`src/rtl/fifo_arb_pkg.sv`:
```
// fifo_arb_pkg: shared FSM encoding, index-width helper and default watchdog timeout for fifo arbiters
package fifo_arb_pkg;

    localparam logic [0:0] IDLE = 1'b0;
    localparam logic [0:0] XFER = 1'b1;

    localparam int DEFAULT_TIMEOUT = 16;

    function automatic int idx_w(input int n);
        return (n > 1) ? $clog2(n) : 1;
    endfunction

endpackage

```
`src/rtl/fifo_wr_arbiter_rr_pick.sv`:
```
// rr_pick: combinational round-robin picker; first set request scanning ptr+1, ptr+2, ... with wrap
module rr_pick
    import fifo_arb_pkg::*;
#(
    parameter int N = 4,
    parameter int W = idx_w(N)
) (
    input  logic [N-1:0] req,
    input  logic [W-1:0] ptr,
    output logic         found,
    output logic [W-1:0] idx
);

    logic [W:0] s;

    // scan from the farthest slot to the nearest so the nearest set request is the last one written
    always_comb begin
        found = 1'b0;
        idx = '0;
        s = '0;
        for (int k = N; k >= 1; k--) begin
            s = {1'b0, ptr} + (W+1)'(k);
            s = (s >= (W+1)'(N)) ? s - (W+1)'(N) : s;
            if (req[s[W-1:0]]) begin
                found = 1'b1;
                idx = s[W-1:0];
            end
        end
    end

endmodule

```
`src/rtl/fifo_wr_arbiter.sv`:
```
// fifo_wr_arbiter: round-robin, packet-locked arbiter sharing one fifo write port; ARB_WATCHDOG_EN adds a stall watchdog
module fifo_wr_arbiter
    import fifo_arb_pkg::*;
#(
    parameter int NUM_REQ    = 4,
    parameter int DATA_WIDTH = 8,
    parameter int TIMEOUT    = DEFAULT_TIMEOUT
) (
    input  logic                          CLKEXT,
    input  logic                          RST,
    input  logic [NUM_REQ-1:0]            REQ,
    input  logic [NUM_REQ*DATA_WIDTH-1:0] REQ_DATA,
    input  logic [NUM_REQ-1:0]            REQ_LAST,
    output logic [NUM_REQ-1:0]            GNT,
    input  logic                          FIFO_FULL,
    output logic                          FIFO_WR_EN,
    output logic [DATA_WIDTH-1:0]         FIFO_DATA_IN,
    output logic [idx_w(NUM_REQ)-1:0]     OWNER,
    output logic                          BUSY,
    output logic                          ERR_TIMEOUT
);

    localparam int W = idx_w(NUM_REQ);

    if (NUM_REQ < 2 || NUM_REQ > 8 || TIMEOUT < 1) begin : g_param_check
        $error("fifo_wr_arbiter: NUM_REQ must be 2..8 and TIMEOUT at least 1");
    end

    logic [0:0]   state;
    logic [W-1:0] ptr;
    logic         found;
    logic [W-1:0] pick;
    logic         acc;
    logic         rel;
    logic         to;

    rr_pick #(.N(NUM_REQ), .W(W)) u_pick (
        .req   (REQ),
        .ptr   (ptr),
        .found (found),
        .idx   (pick)
    );

    assign BUSY         = (state == XFER);
    assign acc          = ~RST & BUSY & REQ[OWNER] & ~FIFO_FULL & ~to;
    assign rel          = (acc & REQ_LAST[OWNER]) | to;
    assign GNT          = {{(NUM_REQ-1){1'b0}}, acc} << OWNER;
    assign FIFO_WR_EN   = acc;
    assign FIFO_DATA_IN = BUSY ? REQ_DATA[OWNER*DATA_WIDTH +: DATA_WIDTH] : '0;
    assign ERR_TIMEOUT  = to;

`ifdef ARB_WATCHDOG_EN
    localparam int CW = $clog2(TIMEOUT + 1);

    logic [CW-1:0] stall;

    assign to = ~RST & BUSY & (stall == CW'(TIMEOUT));

    // count cycles the owner leaves REQ low; a full fifo with REQ held is not a stall
    always_ff @(posedge CLKEXT) begin
        stall <= (RST | ~BUSY | acc | to) ? '0 : ~REQ[OWNER] ? stall + 1'b1 : stall;
    end
`else
    assign to = 1'b0;
`endif

    // IDLE latches the next owner round-robin; XFER holds it until its last beat or a forced release
    always_ff @(posedge CLKEXT) begin
        if (RST) begin
            state <= IDLE;
            ptr   <= W'(NUM_REQ - 1);
            OWNER <= '0;
        end else if (!BUSY) begin
            if (found) begin
                OWNER <= pick;
                state <= XFER;
            end
        end else if (rel) begin
            ptr   <= OWNER;
            state <= IDLE;
        end
    end

endmodule

```
`config.mk`:
```
export PLATFORM = sky130hd
export DESIGN_NAME = fifo_wr_arbiter
export DESIGN_NICKNAME = d
export VERILOG_FILES = /design/src/rtl/fifo_arb_pkg.sv /design/src/rtl/fifo_wr_arbiter_rr_pick.sv /design/src/rtl/fifo_wr_arbiter.sv
export SDC_FILE = /design/constraint.sdc
export NUM_CORES = 1
export LEC_CHECK = 0
export CORE_MARGIN = 2
export CORE_UTILIZATION = 34
export CTS_BUF_LIST = sky130_fd_sc_hd__clkbuf_16
export DETAILED_ROUTE_END_ITERATION = 10
export PLACE_DENSITY = 0.85
export SYNTH_ARGS = -nofsm -noshare
export SYNTH_HDL_FRONTEND = slang
export SYNTH_SLANG_ARGS = --single-unit
```
`constraint.sdc`:
```
create_clock -name CLKEXT -period 3.5 [get_ports CLKEXT]
set_clock_uncertainty 0.2 [all_clocks]
set_input_delay 0.7 -clock CLKEXT [delete_from_list [all_inputs] [get_ports CLKEXT]]
set_output_delay 0.7 -clock CLKEXT [all_outputs]
set_load 0.02 [all_outputs]
```
# --- Word-level counts from Yosys, hierarchy flattened ---
# Cells that the tools add are included.
# W data, S select, Z words.
word_totals:
  elab_cells: 59
  regBits: 5
op_classes:
  magnitude_cmp: 9
  bitwise: 7
  shifts: 2
  n_mux: 28
  n_reduce_logical: 2
  addsub: 8
op_table:
  columns: ["op", "count"]
  rows:
  - ["$shiftx A32 B6 Y8", 1]
  - ["$mux W2", 8]
  - ["$lt A2 B3 Y1 const B", 5]
  - ["$mux W1", 13]
  - ["$bmux W1 S2", 6]
  - ["$ge A3 B3 Y1 const B", 4]
  - ["$mux W8", 1]
  - ["$sub A2 B1 Y2 const B", 4]
  - ["$add A2 B2 Y3 const B", 2]
  - ["$and A1 B1 Y1", 4]
  - ["$reduce_and A2 Y1", 2]
  - ["$shl A1 B2 Y4", 1]
  - ["$add A2 B1 Y3 const B", 1]
  - ["$add A2 B3 Y3 const B", 1]
  - ["$not A1 Y1", 3]

# --- Logic depth before layout (Yosys ltp) ---
logic_depth:
  ltp_word: 11
  depth_mapped: 5

# --- Hierarchy ---
# From an unflattened synthesis, not the netlist that was laid out.
unflattened:
  cells_unflattened: 68
  area_unflattened_um2: 676.9
by_module_without_submodules:
  columns: ["mod", "n_inst", "cells_each", "seq_area_each_um2", "area_per_inst_um2"]
  rows:
  - ["fifo_wr_arbiter", 1, 54, 100.1, 585.6]
  - ["rr_pick", 1, 14, 0.0, 91.3]

# --- Worst setup path before layout ---
# OpenSTA, ideal clock, no wires.
synth_path:
  path_kind: "input -> output"
  start: "input RST"
  end: "output GNT[0]"
  path_stages: 3
  t_arrival_ps: 1947
  path_slack_ps: 653
  path_buffers: 1
  required_time_ps: 2600
  cell_sequence: "buf_6 > or3_1 > nor4b_1"
synth_between:
  elab_chain_cells: 5
synth_rtl:
  columns: ["item", "line", "source"]
  rows:
  - ["start: declaration", "fifo_wr_arbiter.sv:10", "input logic RST,"]
  - ["$not A1 Y1", "fifo_wr_arbiter.sv:45", "assign acc = ~RST & BUSY & REQ[OWNER] & ~FIFO_FULL & ~to;"]
  - ["$and A1 B1 Y1 (3 in a row)", "fifo_wr_arbiter.sv:45", null]
  - ["$shl A1 B2 Y4", "fifo_wr_arbiter.sv:47", "assign GNT = {{(NUM_REQ-1){1'b0}}, acc} << OWNER;"]
  - ["end: declaration", "fifo_wr_arbiter.sv:14", "output logic [NUM_REQ-1:0] GNT,"]
# No other way between the ends.

# --- Final worst setup path ---
# Ends and elaborated chain as after synthesis.

==> flow_metrics.py <==
metrics = {
    "cts": {
        "cts_tree": "done",
        "insertion_delay_ns": 0.23,
        "cts-resized-gates": 0,
        "htreeDepth": 1,
        "cts_setup_buffers": 0,
        "clk_pin_slew_ns": 0.03,
        "cts-root-buf": "clkbuf_16",
        "cts_hold_buf": 0,
        "clk_path_buf_depth": 2,
        "cts_sinks": 5,
        "cts_buffers": 3,
    },
    "cells_and_area": {
        "utilization": 0.704,
        "fin_area_mm2": 0.00137,
        "fillers": 152,
        "final_cell_mix": "clkdlybuf4s50_1 (58), and2_1 (8), mux4_2 (7), buf_4 (7), nor2_1 (6)",
        "nets": 177,
        "seq_area_um2": 100,
        "drive_gt1_frac": 0.143,
        "area_growth_pct": 97.1,
        "diodes": 0,
        "layout_commonest_cell": "clkdlybuf4s50_1",
        "multi_input_area_um2": 513,
    },
    "synthesis": {
        "synth.distinct_cells": 32,
        "yosys_warnings": 0,
        "synthCells": 71,
        "synth_edf_count": 0,
        "synth-seq-area-share": 0.144,
        "ys.flop_type": "dfxtp_1",
        "ys_ff_latch": 5,
        "syn_avg_cell_area_um2": 9.76,
        "async_flop_share": 0,
        "syn_nets": 114,
        "syn_area_um2": 693,
    },
    "pwr": {
        "vdd.ir_drop.worst_v": 0.000423,
        "static-leakage-power_nw": 0.503,
        "power_density_mw_per_mm2": 299,
    },
    "detailed_routing": {
        "drt_pass1_iterations": 4,
        "ant_nets": 0,
        "drtIter0Drc": 8,
        "wl_per_cell_um": 15.8,
        "finalWirelength_mm": 2.53,
        "drc_errors": 0,
        "vias": 817,
        "vias_per_cell": 5.11,
    },
    "floorplanning": {
        "initial_utilization": 0.357,
        "die-area_mm2": 0.00242,
        "io_pins": 60,
        "num_rows": 16,
        "die_w_um": 49.2,
        "coreArea_mm2": 0.00194,
        "die_y_um": 49.2,
    },
    "placed_design": {
        "place_hpwl_mm": 2.06,
        "place_area_mm2": 0.00129,
        "io_buffer_count": 58,
        "gp_congestion": 0.814,
    },
    "global_routing": {
        "grt_pass1_vias": 819,
        "grt_pass1_wl_mm": 4.04,
        "grt_antenna_before_repair": 0,
        "grt_use_total": 0.219,
        "grt_max_degree": 18,
        "gr-total-overflow": 0,
    },
    "timing": {
        "rsz0062_at_grt": "no",
        "fmax_ghz": 0.291,
        "hold_viol_final": 0,
        "relSlewSlack": 0.570,
        "fin_crit_ns": 3.43,
        "finalMaxSlewViolations": 0,
        "fin_crit_sh": 0.981,
        "worst_slew_pin_slew_ns": 0.644,
        "finalSetupViolations": 0,
        "final.setup.tns_ns": 0,
    },
    "setup_path": {
        "worstSetupPathType": "primary input to output port",
        "cp-start-kind": "primary input",
        "required_ns": 2.60,
        "worstSetupStartpoint": "RST",
        "path_max_fanout": 3,
        "cp-end-kind": "output port",
        "timing.rr.start": "OWNER[0]",
        "r2r_cells": 4,
        "worstPathArrival_ns": 2.53,
    },
    "flow_run": {
        "cap_violations": 0,
    },
    "min_path": {
        "hold_start": "ptr[0]",
        "hold_depth": 2,
        "hp-class": "flip-flop to flip-flop",
    },
    "status": {
        "outcome": "finished, final reports clean",
    },
}
==> critical path: stages <==
cell and delay (ns):
clkdlybuf4s50_1 0.46, or3_1 0.40, nor4b_1 0.32, clkdlybuf4s50_1 0.66
==> state kept, by name (all words and copies together), names as in the netlist <==
| register | count |
|---|---|
| OWNER | 2 |
| ptr | 2 |
| BUSY | 1 |
==> final cells by class <==
type	count	share of cell area
flip-flops and latches	5	0.0733
inverters	2	0.00549
repair buffers	65	0.463
well taps	27	0.0247
clock buffers	3	0.0549
multi-input cells	57	0.375
clock inverters	1	0.00275
==> metrics by stage <==
stage	setup WS, ns	std cells	power (mW)	hold WS [ns]
after floorplan	0.653	71	0.144	0.306
after global placement	0.0858	156	0.217	0.327
after detailed placement	0.0826	156	0.222	0.340
after CTS	0.0741	160	0.409	0.345
after global routing	0.0415	160	0.421	0.407
final	0.0657	160	0.408	0.345
==> per-layer routing <==
metal	wire, µm	vias to the layer above	global-route usage
met5	0	-	0
met4	14	0	0.0571
met3	205	3	0.0491
met2	1280	46	0.392
met1	1040	373	0.262
li1	-	395	-
==> path summary, 6_finish.rpt <==
check,slack (ns),endpoint
hold reg to reg,0.34,ptr[0]
hold / removal,0.34,ptr[0]
setup reg to reg,1.66,ptr[1]
setup / recovery,0.07,GNT[0]
==> where the power goes <==
group          switching, mW  internal [mW]  leakage (nW)
clock network         0.0389          0.148        0.0423
logic                 0.0506         0.0986         0.419
registers             0.0114         0.0606        0.0411
==> cells in the mapped netlist (all sizes together) (2+ instances only) <==
cell / count / area (µm²)
a21oi: 5 / 25.0
and2: 9 / 57.6
buf: 5 / 55.1
clkbuf: 2 / 17.5
dfxtp: 5 / 100
inv: 2 / 7.51
mux4: 10 / 236
nand2: 5 / 18.8
nor2: 6 / 22.5
nor3: 3 / 15.0
nor3b: 2 / 15.0
o21ai: 3 / 15.0
==> kinds of logic (layout without fill, tap and decap cells) <==
family,after synthesis,count (layout),share of synthesized area
AO/OA/AOI/OAI,13,13,0.117
multiplexers,11,11,0.356
AND/OR/NAND/NOR,32,32,0.262
flip-flops,5,5,0.144
buffers and inverters,9,71,0.116
other,1,1,0.00541
No activity file was read; power rests on OpenSTA's default activity.
